## config.mk

```make
export PLATFORM = sky130hd
export DESIGN_NAME = decode_stage_flat
export DESIGN_NICKNAME = d
export VERILOG_FILES = /design/src/rtl/decode_stage_if.sv /design/src/rtl/decode_stage.sv /design/src/flat_wrapper.sv
export SDC_FILE = /design/constraint.sdc
export NUM_CORES = 1
export LEC_CHECK = 0
export CAP_MARGIN = 20
export CORE_ASPECT_RATIO = 0.8
export CORE_MARGIN = 4
export CORE_UTILIZATION = 41
export DETAILED_ROUTE_END_ITERATION = 10
export GPL_ROUTABILITY_DRIVEN = 0
export PLACE_DENSITY = 0.79
export SLEW_MARGIN = 20
export SYNTH_ARGS = -nofsm -noshare
export SYNTH_HDL_FRONTEND = slang
export SYNTH_SLANG_ARGS = --single-unit
```

## constraint.sdc

```tcl
create_clock -name clk -period 3.2 [get_ports clk]
set_input_delay 0.64 -clock clk [delete_from_list [all_inputs] [get_ports clk]]
set_output_delay 0.64 -clock clk [all_outputs]
set_load 0.01 [all_outputs]
```

## src/rtl/decode_stage_if.sv

```systemverilog
// -----------------------------------------------------------------------------
// decode_stage_if
//   Bundles every signal exchanged between the MIPS decode stage and its
//   neighbours: the fetch-side valid/ready/instr handshake, the branch-redirect
//   flush, the execute-side valid/ready handshake with the decoded bundle, and
//   the illegal-instruction counter.
//
//   Modports
//     slave  : the decode stage itself (consumes instr, produces the bundle)
//     master : the surrounding pipeline (fetch + execute + redirect logic)
//
//   Signals
//     flush                      redirect: drop held/incoming instruction
//     in_valid / in_ready        fetch handshake
//     instr[31:0]                instruction word
//     out_valid / out_ready      execute handshake
//     alu_ctr[ALU_CTR_W-1:0]     ALU operation
//     reg_dst .. illegal         one-bit control flags
//     rs, rt, rd, shamt          raw instruction fields
//     imm_ext[31:0]              extended immediate
//     jump_index[25:0]           instr[25:0]
//     err_count[ERR_CNT_W-1:0]   saturating illegal-instruction count
// -----------------------------------------------------------------------------
interface decode_stage_if #(
    parameter int ALU_CTR_W = 4,
    parameter int ERR_CNT_W = 8
);
    logic                 flush;
    logic                 in_valid;
    logic                 in_ready;
    logic [31:0]          instr;
    logic                 out_valid;
    logic                 out_ready;
    logic [ALU_CTR_W-1:0] alu_ctr;
    logic                 reg_dst;
    logic                 reg_write;
    logic                 alu_src;
    logic                 sign_ext;
    logic                 mem_read;
    logic                 mem_write;
    logic                 branch;
    logic                 jump;
    logic                 illegal;
    logic [4:0]           rs;
    logic [4:0]           rt;
    logic [4:0]           rd;
    logic [4:0]           shamt;
    logic [31:0]          imm_ext;
    logic [25:0]          jump_index;
    logic [ERR_CNT_W-1:0] err_count;

    modport slave (
        input  flush, in_valid, instr, out_ready,
        output in_ready, out_valid, alu_ctr, reg_dst, reg_write, alu_src,
               sign_ext, mem_read, mem_write, branch, jump, illegal,
               rs, rt, rd, shamt, imm_ext, jump_index, err_count
    );

    modport master (
        output flush, in_valid, instr, out_ready,
        input  in_ready, out_valid, alu_ctr, reg_dst, reg_write, alu_src,
               sign_ext, mem_read, mem_write, branch, jump, illegal,
               rs, rt, rd, shamt, imm_ext, jump_index, err_count
    );
endinterface

```

## src/rtl/decode_stage.sv

```systemverilog
// -----------------------------------------------------------------------------
// decode_stage
//   Registered MIPS instruction-decode stage sitting between fetch and execute.
//   One instruction is decoded per accepted beat; the decoded bundle is held in
//   an output register under a valid/ready handshake (latency 1). A load-use
//   hazard inserts exactly one bubble, flush drops the held/incoming beat, and
//   illegal encodings are counted in a saturating counter.
//
//   Parameters
//     ALU_CTR_W  width of alu_ctr (>= 4)
//     EXT_OPS    1: ORI, SLT and J are decoded; 0: they are reported illegal
//     ERR_CNT_W  width of err_count
//
//   Ports
//     clk    rising-edge clock
//     rst_n  asynchronous active-low reset
//     bus    decode_stage_if.slave (handshakes, decoded bundle, err_count)
// -----------------------------------------------------------------------------
module decode_stage #(
    parameter int ALU_CTR_W = 4,
    parameter int EXT_OPS   = 0,
    parameter int ERR_CNT_W = 8
) (
    input  logic            clk,
    input  logic            rst_n,
    decode_stage_if.slave   bus
);

    // ---------------------------------------------------------------------
    // Encodings
    // ---------------------------------------------------------------------
    localparam logic [5:0] OP_RTYPE = 6'b000000;
    localparam logic [5:0] OP_ADDI  = 6'b001000;
    localparam logic [5:0] OP_ANDI  = 6'b001100;
    localparam logic [5:0] OP_ORI   = 6'b001101;
    localparam logic [5:0] OP_LW    = 6'b100011;
    localparam logic [5:0] OP_SW    = 6'b101011;
    localparam logic [5:0] OP_BEQ   = 6'b000100;
    localparam logic [5:0] OP_J     = 6'b000010;

    localparam logic [5:0] FN_ADD   = 6'b100000;
    localparam logic [5:0] FN_ADDU  = 6'b100001;
    localparam logic [5:0] FN_SUB   = 6'b100010;
    localparam logic [5:0] FN_AND   = 6'b100100;
    localparam logic [5:0] FN_OR    = 6'b100101;
    localparam logic [5:0] FN_NOR   = 6'b100111;
    localparam logic [5:0] FN_SLT   = 6'b101010;

    localparam logic [3:0] ALU_ADD  = 4'b0000;
    localparam logic [3:0] ALU_SUB  = 4'b0001;
    localparam logic [3:0] ALU_AND  = 4'b1001;
    localparam logic [3:0] ALU_OR   = 4'b1010;
    localparam logic [3:0] ALU_NOR  = 4'b1100;
    localparam logic [3:0] ALU_SLT  = 4'b0111;

    localparam bit EXT = (EXT_OPS != 0);

    typedef enum logic {
        ST_RUN    = 1'b0,
        ST_BUBBLE = 1'b1
    } state_t;

    // ---------------------------------------------------------------------
    // Instruction fields of the incoming word
    // ---------------------------------------------------------------------
    logic [5:0] in_op;
    logic [5:0] in_funct;
    logic [4:0] in_rs;
    logic [4:0] in_rt;

    assign in_op    = bus.instr[31:26];
    assign in_funct = bus.instr[5:0];
    assign in_rs    = bus.instr[25:21];
    assign in_rt    = bus.instr[20:16];

    // ---------------------------------------------------------------------
    // Combinational decode of the incoming word
    // ---------------------------------------------------------------------
    logic [3:0] dec_alu;
    logic       dec_reg_dst;
    logic       dec_reg_write;
    logic       dec_alu_src;
    logic       dec_sign_ext;
    logic       dec_mem_read;
    logic       dec_mem_write;
    logic       dec_branch;
    logic       dec_jump;
    logic       dec_illegal;

    always_comb begin
        dec_alu       = ALU_ADD;
        dec_reg_dst   = 1'b0;
        dec_reg_write = 1'b0;
        dec_alu_src   = 1'b0;
        dec_sign_ext  = 1'b0;
        dec_mem_read  = 1'b0;
        dec_mem_write = 1'b0;
        dec_branch    = 1'b0;
        dec_jump      = 1'b0;
        dec_illegal   = 1'b0;

        case (in_op)
            OP_RTYPE: begin
                dec_reg_dst   = 1'b1;
                dec_reg_write = 1'b1;
                case (in_funct)
                    FN_ADD, FN_ADDU: dec_alu = ALU_ADD;
                    FN_SUB:          dec_alu = ALU_SUB;
                    FN_AND:          dec_alu = ALU_AND;
                    FN_OR:           dec_alu = ALU_OR;
                    FN_NOR:          dec_alu = ALU_NOR;
                    FN_SLT: begin
                        if (EXT) begin
                            dec_alu = ALU_SLT;
                        end else begin
                            dec_illegal = 1'b1;
                        end
                    end
                    default:         dec_illegal = 1'b1;
                endcase
            end
            OP_ADDI: begin
                dec_alu       = ALU_ADD;
                dec_alu_src   = 1'b1;
                dec_sign_ext  = 1'b1;
                dec_reg_write = 1'b1;
            end
            OP_ANDI: begin
                dec_alu       = ALU_AND;
                dec_alu_src   = 1'b1;
                dec_reg_write = 1'b1;
            end
            OP_ORI: begin
                if (EXT) begin
                    dec_alu       = ALU_OR;
                    dec_alu_src   = 1'b1;
                    dec_reg_write = 1'b1;
                end else begin
                    dec_illegal = 1'b1;
                end
            end
            OP_LW: begin
                dec_alu       = ALU_ADD;
                dec_alu_src   = 1'b1;
                dec_sign_ext  = 1'b1;
                dec_mem_read  = 1'b1;
                dec_reg_write = 1'b1;
            end
            OP_SW: begin
                dec_alu       = ALU_ADD;
                dec_alu_src   = 1'b1;
                dec_sign_ext  = 1'b1;
                dec_mem_write = 1'b1;
            end
            OP_BEQ: begin
                dec_alu      = ALU_SUB;
                dec_sign_ext = 1'b1;
                dec_branch   = 1'b1;
            end
            OP_J: begin
                if (EXT) begin
                    dec_jump = 1'b1;
                end else begin
                    dec_illegal = 1'b1;
                end
            end
            default: dec_illegal = 1'b1;
        endcase

        // An illegal word must never write anything downstream, so every
        // control is forced low regardless of what the R-type arm set.
        if (dec_illegal) begin
            dec_alu       = ALU_ADD;
            dec_reg_dst   = 1'b0;
            dec_reg_write = 1'b0;
            dec_alu_src   = 1'b0;
            dec_sign_ext  = 1'b0;
            dec_mem_read  = 1'b0;
            dec_mem_write = 1'b0;
            dec_branch    = 1'b0;
            dec_jump      = 1'b0;
        end
    end

    // Immediate extension: upper half replicates bit 15 only when signed.
    logic [15:0] dec_imm_hi;
    logic [31:0] dec_imm;

    for (genvar gi = 0; gi < 16; gi++) begin : g_imm_hi
        assign dec_imm_hi[gi] = dec_sign_ext & bus.instr[15];
    end

    assign dec_imm = {dec_imm_hi, bus.instr[15:0]};

    // Formats that read rt as a source (R-type, BEQ, SW). Other formats
    // write rt, so a match there is not a dependency.
    logic uses_rt;
    assign uses_rt = (in_op == OP_RTYPE) | (in_op == OP_BEQ) | (in_op == OP_SW);

    // ---------------------------------------------------------------------
    // State
    // ---------------------------------------------------------------------
    state_t               state_reg;
    logic                 out_valid_reg;
    logic                 load_flag_reg;
    logic [4:0]           load_rt_reg;
    logic [ERR_CNT_W-1:0] err_count_reg;

    logic [ALU_CTR_W-1:0] alu_ctr_reg;
    logic                 reg_dst_reg;
    logic                 reg_write_reg;
    logic                 alu_src_reg;
    logic                 sign_ext_reg;
    logic                 mem_read_reg;
    logic                 mem_write_reg;
    logic                 branch_reg;
    logic                 jump_reg;
    logic                 illegal_reg;
    logic [4:0]           rs_reg;
    logic [4:0]           rt_reg;
    logic [4:0]           rd_reg;
    logic [4:0]           shamt_reg;
    logic [31:0]          imm_ext_reg;
    logic [25:0]          jump_index_reg;

    // ---------------------------------------------------------------------
    // Handshake and hazard
    // ---------------------------------------------------------------------
    logic hazard;
    logic out_free;
    logic in_ready;
    logic accept;
    logic take_bubble;

    // The load flag only survives until the very next accept or bubble, so
    // it only ever guards the instruction directly behind the load.
    assign hazard = load_flag_reg & bus.in_valid &
                    ((in_rs == load_rt_reg) | (uses_rt & (in_rt == load_rt_reg)));

    assign out_free    = ~out_valid_reg | bus.out_ready;
    assign in_ready    = out_free & ~hazard & ~bus.flush;
    assign accept      = bus.in_valid & in_ready;
    // The bubble only starts once the load has actually left the register;
    // while it is stalled downstream the hazard just holds in_ready low.
    assign take_bubble = (state_reg == ST_RUN) & hazard & out_free;

    always_ff @(posedge clk or negedge rst_n) begin
        if (!rst_n) begin
            state_reg      <= ST_RUN;
            out_valid_reg  <= 1'b0;
            load_flag_reg  <= 1'b0;
            load_rt_reg    <= 5'd0;
            err_count_reg  <= '0;
            alu_ctr_reg    <= '0;
            reg_dst_reg    <= 1'b0;
            reg_write_reg  <= 1'b0;
            alu_src_reg    <= 1'b0;
            sign_ext_reg   <= 1'b0;
            mem_read_reg   <= 1'b0;
            mem_write_reg  <= 1'b0;
            branch_reg     <= 1'b0;
            jump_reg       <= 1'b0;
            illegal_reg    <= 1'b0;
            rs_reg         <= 5'd0;
            rt_reg         <= 5'd0;
            rd_reg         <= 5'd0;
            shamt_reg      <= 5'd0;
            imm_ext_reg    <= 32'd0;
            jump_index_reg <= 26'd0;
        end else if (bus.flush) begin
            // Redirect wins over everything: drop the beat, forget the load.
            state_reg     <= ST_RUN;
            out_valid_reg <= 1'b0;
            load_flag_reg <= 1'b0;
        end else if (take_bubble) begin
            state_reg     <= ST_BUBBLE;
            out_valid_reg <= 1'b0;
            load_flag_reg <= 1'b0;
        end else begin
            // BUBBLE lasts exactly one cycle; RUN stays RUN.
            state_reg <= ST_RUN;
            if (accept) begin
                out_valid_reg  <= 1'b1;
                alu_ctr_reg    <= ALU_CTR_W'(dec_alu);
                reg_dst_reg    <= dec_reg_dst;
                reg_write_reg  <= dec_reg_write;
                alu_src_reg    <= dec_alu_src;
                sign_ext_reg   <= dec_sign_ext;
                mem_read_reg   <= dec_mem_read;
                mem_write_reg  <= dec_mem_write;
                branch_reg     <= dec_branch;
                jump_reg       <= dec_jump;
                illegal_reg    <= dec_illegal;
                rs_reg         <= in_rs;
                rt_reg         <= in_rt;
                rd_reg         <= bus.instr[15:11];
                shamt_reg      <= bus.instr[10:6];
                imm_ext_reg    <= dec_imm;
                jump_index_reg <= bus.instr[25:0];
                // A load into $0 produces nothing, so it cannot be a hazard.
                load_flag_reg  <= dec_mem_read & (in_rt != 5'd0);
                load_rt_reg    <= in_rt;
                if (dec_illegal && (err_count_reg != '1)) begin
                    err_count_reg <= err_count_reg + ERR_CNT_W'(1);
                end
            end else if (bus.out_ready) begin
                out_valid_reg <= 1'b0;
            end
        end
    end

    // ---------------------------------------------------------------------
    // Outputs
    // ---------------------------------------------------------------------
    assign bus.in_ready   = in_ready;
    assign bus.out_valid  = out_valid_reg;
    assign bus.alu_ctr    = alu_ctr_reg;
    assign bus.reg_dst    = reg_dst_reg;
    assign bus.reg_write  = reg_write_reg;
    assign bus.alu_src    = alu_src_reg;
    assign bus.sign_ext   = sign_ext_reg;
    assign bus.mem_read   = mem_read_reg;
    assign bus.mem_write  = mem_write_reg;
    assign bus.branch     = branch_reg;
    assign bus.jump       = jump_reg;
    assign bus.illegal    = illegal_reg;
    assign bus.rs         = rs_reg;
    assign bus.rt         = rt_reg;
    assign bus.rd         = rd_reg;
    assign bus.shamt      = shamt_reg;
    assign bus.imm_ext    = imm_ext_reg;
    assign bus.jump_index = jump_index_reg;
    assign bus.err_count  = err_count_reg;

endmodule

```

## src/flat_wrapper.sv

```systemverilog
// flat-port wrapper written by rule: the top's interface ports become plain ports
module decode_stage_flat 
#(
    parameter int ALU_CTR_W = 4,
    parameter int EXT_OPS   = 0,
    parameter int ERR_CNT_W = 8
)
  (clk, rst_n, bus_flush, bus_in_valid, bus_instr, bus_out_ready, bus_in_ready, bus_out_valid, bus_alu_ctr, bus_reg_dst, bus_reg_write, bus_alu_src, bus_sign_ext, bus_mem_read, bus_mem_write, bus_branch, bus_jump, bus_illegal, bus_rs, bus_rt, bus_rd, bus_shamt, bus_imm_ext, bus_jump_index, bus_err_count);
  decode_stage_if #(.ALU_CTR_W(ALU_CTR_W), .ERR_CNT_W(ERR_CNT_W)) bus_i ();
  input  logic clk;
  input  logic rst_n;
  input wire logic [$bits(bus_i.flush)-1:0] bus_flush;
  input wire logic [$bits(bus_i.in_valid)-1:0] bus_in_valid;
  input wire logic [$bits(bus_i.instr)-1:0] bus_instr;
  input wire logic [$bits(bus_i.out_ready)-1:0] bus_out_ready;
  output wire logic [$bits(bus_i.in_ready)-1:0] bus_in_ready;
  output wire logic [$bits(bus_i.out_valid)-1:0] bus_out_valid;
  output wire logic [$bits(bus_i.alu_ctr)-1:0] bus_alu_ctr;
  output wire logic [$bits(bus_i.reg_dst)-1:0] bus_reg_dst;
  output wire logic [$bits(bus_i.reg_write)-1:0] bus_reg_write;
  output wire logic [$bits(bus_i.alu_src)-1:0] bus_alu_src;
  output wire logic [$bits(bus_i.sign_ext)-1:0] bus_sign_ext;
  output wire logic [$bits(bus_i.mem_read)-1:0] bus_mem_read;
  output wire logic [$bits(bus_i.mem_write)-1:0] bus_mem_write;
  output wire logic [$bits(bus_i.branch)-1:0] bus_branch;
  output wire logic [$bits(bus_i.jump)-1:0] bus_jump;
  output wire logic [$bits(bus_i.illegal)-1:0] bus_illegal;
  output wire logic [$bits(bus_i.rs)-1:0] bus_rs;
  output wire logic [$bits(bus_i.rt)-1:0] bus_rt;
  output wire logic [$bits(bus_i.rd)-1:0] bus_rd;
  output wire logic [$bits(bus_i.shamt)-1:0] bus_shamt;
  output wire logic [$bits(bus_i.imm_ext)-1:0] bus_imm_ext;
  output wire logic [$bits(bus_i.jump_index)-1:0] bus_jump_index;
  output wire logic [$bits(bus_i.err_count)-1:0] bus_err_count;
  assign bus_i.flush = bus_flush;
  assign bus_i.in_valid = bus_in_valid;
  assign bus_i.instr = bus_instr;
  assign bus_i.out_ready = bus_out_ready;
  assign bus_in_ready = bus_i.in_ready;
  assign bus_out_valid = bus_i.out_valid;
  assign bus_alu_ctr = bus_i.alu_ctr;
  assign bus_reg_dst = bus_i.reg_dst;
  assign bus_reg_write = bus_i.reg_write;
  assign bus_alu_src = bus_i.alu_src;
  assign bus_sign_ext = bus_i.sign_ext;
  assign bus_mem_read = bus_i.mem_read;
  assign bus_mem_write = bus_i.mem_write;
  assign bus_branch = bus_i.branch;
  assign bus_jump = bus_i.jump;
  assign bus_illegal = bus_i.illegal;
  assign bus_rs = bus_i.rs;
  assign bus_rt = bus_i.rt;
  assign bus_rd = bus_i.rd;
  assign bus_shamt = bus_i.shamt;
  assign bus_imm_ext = bus_i.imm_ext;
  assign bus_jump_index = bus_i.jump_index;
  assign bus_err_count = bus_i.err_count;
  decode_stage #(.ALU_CTR_W(ALU_CTR_W), .EXT_OPS(EXT_OPS), .ERR_CNT_W(ERR_CNT_W)) u_core (.clk(clk), .rst_n(rst_n), .bus(bus_i));
endmodule
```

==> results of run 1 <==
## per-layer routing
metal  GRT usage [%]  up-vias  wire length (um)
met4            2.83        0                16
met2            28.4       82              3260
met5               0        -                 0
met3            3.82        2               478
met1            19.7     1003              2740
li1                -     1021                 -
## through the flow
stage	setup slack [ns]	power [uW]	cell area (sq um)	TNS (ns)	hold slack (ns)
after detailed placement	-0.246	1580	3910	-0.246	0.466
after global placement	-0.214	1560	3900	-0.214	0.457
after CTS	0.0316	1960	4000	0	0.378
after floorplan	0.679	1210	2790	0	0.344
after global routing	0.0327	2050	4010	0	0.413
final	0.102	1930	4010	0	0.359
## kinds of logic after synthesis
kind of cell | share of synthesized area [%]
buffers and inverters | 16.9
AO/OA/AOI/OAI | 6.51
adder cells (fa/ha/maj) | 0.449
AND/OR/NAND/NOR | 12.8
XOR/XNOR | 6.28
other | 0.135
flip-flops | 44.9
multiplexers | 12.1
## layout make-up
type | instances | area (sq um)
fill | 540 | 2490
timing repair buffer | 150 | 1480
sequential | 50 | 1250
multi-input combinational | 138 | 1080
tap | 84 | 105
clock buffer | 7 | 86.3
inverter | 2 | 7.51
clock inverter | 1 | 5.00
## worst max path at each step
stage / cells past startpoint / startpoint / slack [ns] / endpoint
after floorplan: 4 / bus_instr[30] / 0.68 / bus_in_ready
after global placement: 6 / bus_instr[17] / -0.21 / bus_in_ready
after detailed placement: 6 / bus_instr[17] / -0.25 / bus_in_ready
after CTS: 6 / bus_instr[17] / 0.03 / bus_in_ready
after global routing: 6 / bus_instr[19] / 0.03 / bus_in_ready
final: 6 / bus_instr[19] / 0.10 / bus_in_ready
## critical path, cell delays in order
cell and delay [ns]:
clkdlybuf4s50_1 0.45, xor2_1 0.16, or4_4 0.53, o31ai_4 0.27
a311oi_1 0.11, dlygate4sd2_1 0.30
## synth_stat cells, types with 2 or more instances
master	count	share of area [%]
nand3_1	6	1.1
o21ai_0	9	1.6
nand4_1	4	0.90
nand4b_1	2	0.63
nand2_1	15	2.0
mux2_2	29	12
nor3_1	3	0.54
dfrtp_1	50	45
nor2_1	8	1.1
o31ai_1	4	1.1
and3_1	2	0.45
inv_1	2	0.27
or4_1	2	0.54
o41ai_1	2	0.63
a21oi_1	2	0.36
buf_4	54	15
clkbuf_1	2	0.27
nor4_1	3	0.67
nand2b_1	2	0.45
xor2_1	11	3.5
and4b_1	2	0.72
xnor2_1	9	2.8
## where the power goes
group          switching [uW]  internal (uW)  leakage [uW]
clock network             200            175     0.0000482
logic                     281            454      0.000968
registers                97.7            724      0.000629
total                     579           1350       0.00165
==> flow_summary_export.csv, run 1 <==
group,metric,value,unit
cells_and_area,nets,385,
sta,slew_violations,0,
routing,via_count,2108,
synth,synth-main-ff-cell,"dfrtp_1",
critical_path,timing.rr.start,"u_core.load_rt_reg[1]",
sta,grt_setup_unrepaired,"false",
critical_path,cp.required,2.56,ns
cells_and_area,final_common_cell,"clkdlybuf4s50_1",
synth,ys_async_sr_fraction,100,%
synth,syn_inst,250,
cells_and_area,final_core_util,61.7,%
clock_network,cts_buffers,5,
synth,syn-cell-area,2790,sq um
die,fp.dieW,100,um
routing,via_per_inst,4.88,
placement,portBuffers,136,
outcome,outcome,"complete, no violations",
cells_and_area,antenna_cells,0,
clock_network,clk_latency,0.29,ns
critical_path,r2r_slack,0.77,ns
power,leakagePower,0.00165,uW
worst_hold_path,hp-class,"in -> async",
cells_and_area,mostFrequentLayoutCells,"clkdlybuf4s50_1 (133), dfrtp_1 (50), mux2_2 (29), nand2_1 (15), buf_4 (14)",
global_routing,grt-ovfl-total,0,
die,rows,26,
global_routing,grt_pass1_wl,10300,um
routing,drtIter0Drc,36,
routing,wl_per_cell,15.0,um
global_routing,grt_pass1_vias,2125,
clock_network,cts_setup_buffers,0,
die,boundaryPins,138,
placement,placedCellCount,424,
synth,synth_seq_cells,50,
clock_network,cts.clk_slew.worst_paths,0.08,ns
cells_and_area,instances_no_fill,432,
sta,fmax,323,MHz
routing,wl,6500,um
sta,relSlewSlack,43.0,%
critical_path,critical_path_class,"in -> out",
die,core-area,6510,sq um
sta,period_share,96.8,%
die,start_util,42.8,%
synth,yosys_warnings,0,
routing,ant_nets,0,
critical_path,endpoint_kind,"output pin",
global_routing,grt.total_usage,15.8,%
power,peakVddDrop,0.000338,V
clock_network,cts_hold_buffers,0,
routing,drt_pass1_iterations,4,
clock_network,cts_root_buffer,"clkbuf_8",
critical_path,reg2reg_depth,6,
clock_network,ctsResizeCount,2,
critical_path,cp.arrival,2.46,ns
sta,hold_viol,0,
synth,synth_edf_count,0,
synth,syn_avg_cell_area,11.2,sq um
synth,ys_types,49,
clock_network,cts_tree,"done",
clock_network,clkSinkCount,50,
critical_path,startpoint_type,"input port",
clock_network,htree_levels,2,
global_routing,antenna_found_initial,0,
routing,drcViolationCount,0,
synth,ys_seq_area_share,44.9,%
sta,clock_skew,0.00395,ns
synth,synth_nets,288,
cells_and_area,drive_gt1_share,17.0,%
critical_path,crit_fanout,3,
flow_run,cap_viol_max_count,0,
global_routing,grt_max_degree,51,
power,power_density,481,nW/um^2
placement,place.detailed.hpwl,5080,um
sta,setup_violations,0,
sta,tightest_slew,0.854,ns
die,die_h,81.8,um
die,dieArea,8190,sq um
sta,min_period,3.10,ns
critical_path,regToRegEndpoint,"u_core.bus.jump_index[15]",
clock_network,clk_path_buf_depth,2,
cells_and_area,syn2layout_area_growth,43.9,%
cells_and_area,largest_reg_flops,18,
No activity file was read; power rests on OpenSTA's default activity.
==> run 2: changes to the inputs <==
--- a/config.mk
+++ b/config.mk
@@ -9,6 +9,7 @@
 export CORE_ASPECT_RATIO = 0.8
 export CORE_MARGIN = 4
 export CORE_UTILIZATION = 41
+export CTS_CLUSTER_SIZE = 28
 export DETAILED_ROUTE_END_ITERATION = 10
 export GPL_ROUTABILITY_DRIVEN = 0
 export PLACE_DENSITY = 0.79
==> constraint.sdc (replaced) <==
create_clock -name clk -period 3.2 [get_ports clk]
set_input_delay 0.32 -clock clk [delete_from_list [all_inputs] [get_ports clk]]
set_output_delay 0.32 -clock clk [all_outputs]
set_load 0.01 [all_outputs]
==> run 2 against run 1 <==
Die area unchanged; fmax rose by 5.6%; wire length is 0.78% lower; worst setup slack gained 0.17 ns; sequential power about the same; largest power group unchanged.
==> flow_summary_export.csv, run 2 (same netlist as run 1, synthesis figures left out) <==
group,metric,value,unit
sta,hold_viol,0,
clock_network,cts_tree,"done",
global_routing,grt_max_degree,31,
die,boundaryPins,138,
cells_and_area,regArea,1250,sq um
critical_path,critical_path_class,"in -> out",
clock_network,clk_latency,0.29,ns
clock_network,cts_setup_buffers,0,
clock_network,htree_levels,2,
die,die_h,81.8,um
worst_hold_path,worst_hold_path.num_cells,2,
outcome,outcome,"complete, no violations",
placement,place_ws,0.136,ns
critical_path,endpoint_kind,"output pin",
cells_and_area,final_common_cell,"clkdlybuf4s50_1",
routing,wl,6450,um
sta,tightest_slew,0.870,ns
power,power_density,487,nW/um^2
critical_path,cp.required,2.88,ns
routing,drcViolationCount,0,
sta,setup_violations,0,
clock_network,cts_buffers,5,
sta,grt_setup_unrepaired,"false",
die,start_util,42.8,%
die,rows,26,
routing,drtIter0Drc,24,
clock_network,clk_path_buf_depth,2,
routing,wl_per_cell,15.2,um
sta,hold_ws,0.481,ns
global_routing,grt_pass1_vias,2117,
sta,min_period,2.93,ns
sta,tns,0,ns
clock_network,clkSinkCount,50,
sta,clock_skew,0.00401,ns
placement,portBuffers,136,
global_routing,grt_pass1_wl,10100,um
global_routing,grt.total_usage,15.4,%
power,peakVddDrop,0.000313,V
cells_and_area,mostFrequentLayoutCells,"clkdlybuf4s50_1 (135), dfrtp_1 (50), mux2_2 (29), nand2_1 (15), xor2_1 (11)",
cells_and_area,fillers,568,
sta,slew_violations,0,
sta,setup_slack,0.267,ns
cells_and_area,drive_gt1_share,15.0,%
clock_network,cts_root_buffer,"clkbuf_8",
critical_path,crit_fanout,6,
clock_network,cts.clk_slew.worst_paths,0.08,ns
critical_path,startpoint_type,"input port",
die,dieArea,8190,sq um
global_routing,grt-ovfl-total,0,
placement,place.detailed.hpwl,5070,um
flow_run,cap_viol_max_count,0,
routing,via_count,2070,
die,fp.dieW,100,um
die,core-area,6510,sq um
cells_and_area,syn2layout_area_growth,41.7,%
sta,period_share,91.6,%
sta,relSlewSlack,42.0,%
global_routing,antenna_found_initial,0,
cells_and_area,multi_input_area,1070,sq um
worst_hold_path,hp-class,"reg -> reg",
routing,drt_pass1_iterations,4,
critical_path,reg2reg_depth,5,
cells_and_area,nets,378,
routing,via_per_inst,4.87,
sta,fmax,341,MHz
routing,ant_nets,0,
power,leakagePower,0.00160,uW
cells_and_area,final_core_util,60.7,%
cells_and_area,largest_reg_flops,18,
cells_and_area,antenna_cells,0,
critical_path,cp.arrival,2.61,ns
run 2: layout make-up:
cell class	instances	share of cell area (%)
timing repair buffer	143	36.0
tap	84	2.66
sequential	50	31.7
clock buffer	7	2.19
clock inverter	1	0.127
inverter	2	0.190
multi-input combinational	138	27.1
run 2: critical path, cell delays in order:
cell	delay [ns]
clkdlybuf4s50_1	0.52
nor3_2	0.36
mux2i_1	0.23
o31ai_1	0.49
a311oi_1	0.18
clkdlybuf4s50_1	0.51
run 2: through the flow:
step	instance area (sq um)	total power, uW	std cells
final	3950	1920	425
after global routing	3950	2040	425
after CTS	3950	1960	425
after detailed placement	3840	1570	416
after global placement	3840	1550	416
after floorplan	2790	1210	250
run 2: power by group:
group	switching, uW	internal, uW
sequential	97.8	724
clock	201	175
combinational	276	449
total	575	1350
run 2: final timing paths:
check / slack [ns] / start / end
worst max-delay path: 0.27 / bus_instr[27] / bus_in_ready
worst min-delay path: 0.48 / u_core.bus.alu_ctr[1] / u_core.bus.alu_ctr[1]
worst max register to register: 0.82 / u_core.load_rt_reg[2] / u_core.load_rt_reg[2]
worst min register to register: 0.48 / u_core.bus.alu_ctr[1] / u_core.bus.alu_ctr[1]
max in group asynchronous: 1.93 / rst_n / u_core.bus.reg_write
min in group asynchronous: 0.51 / rst_n / u_core.bus.err_count[4]
run 2: routing by layer:
layer	routed length (um)	share of wire [%]	track usage (%)	vias to the layer above
met5	0	0	0	-
met4	38	0.59	3.36	0
met3	485	7.5	4.33	4
met2	3180	49	27.7	82
met1	2750	43	18.5	981
li1	-	-	-	1003
run 2: what timing repair did:
item                       4_1_cts  5_1_grt
resized for setup                0        1
setup endpoints to repair        0        1
hold buffers                     1        0
hold endpoints to repair        20        0
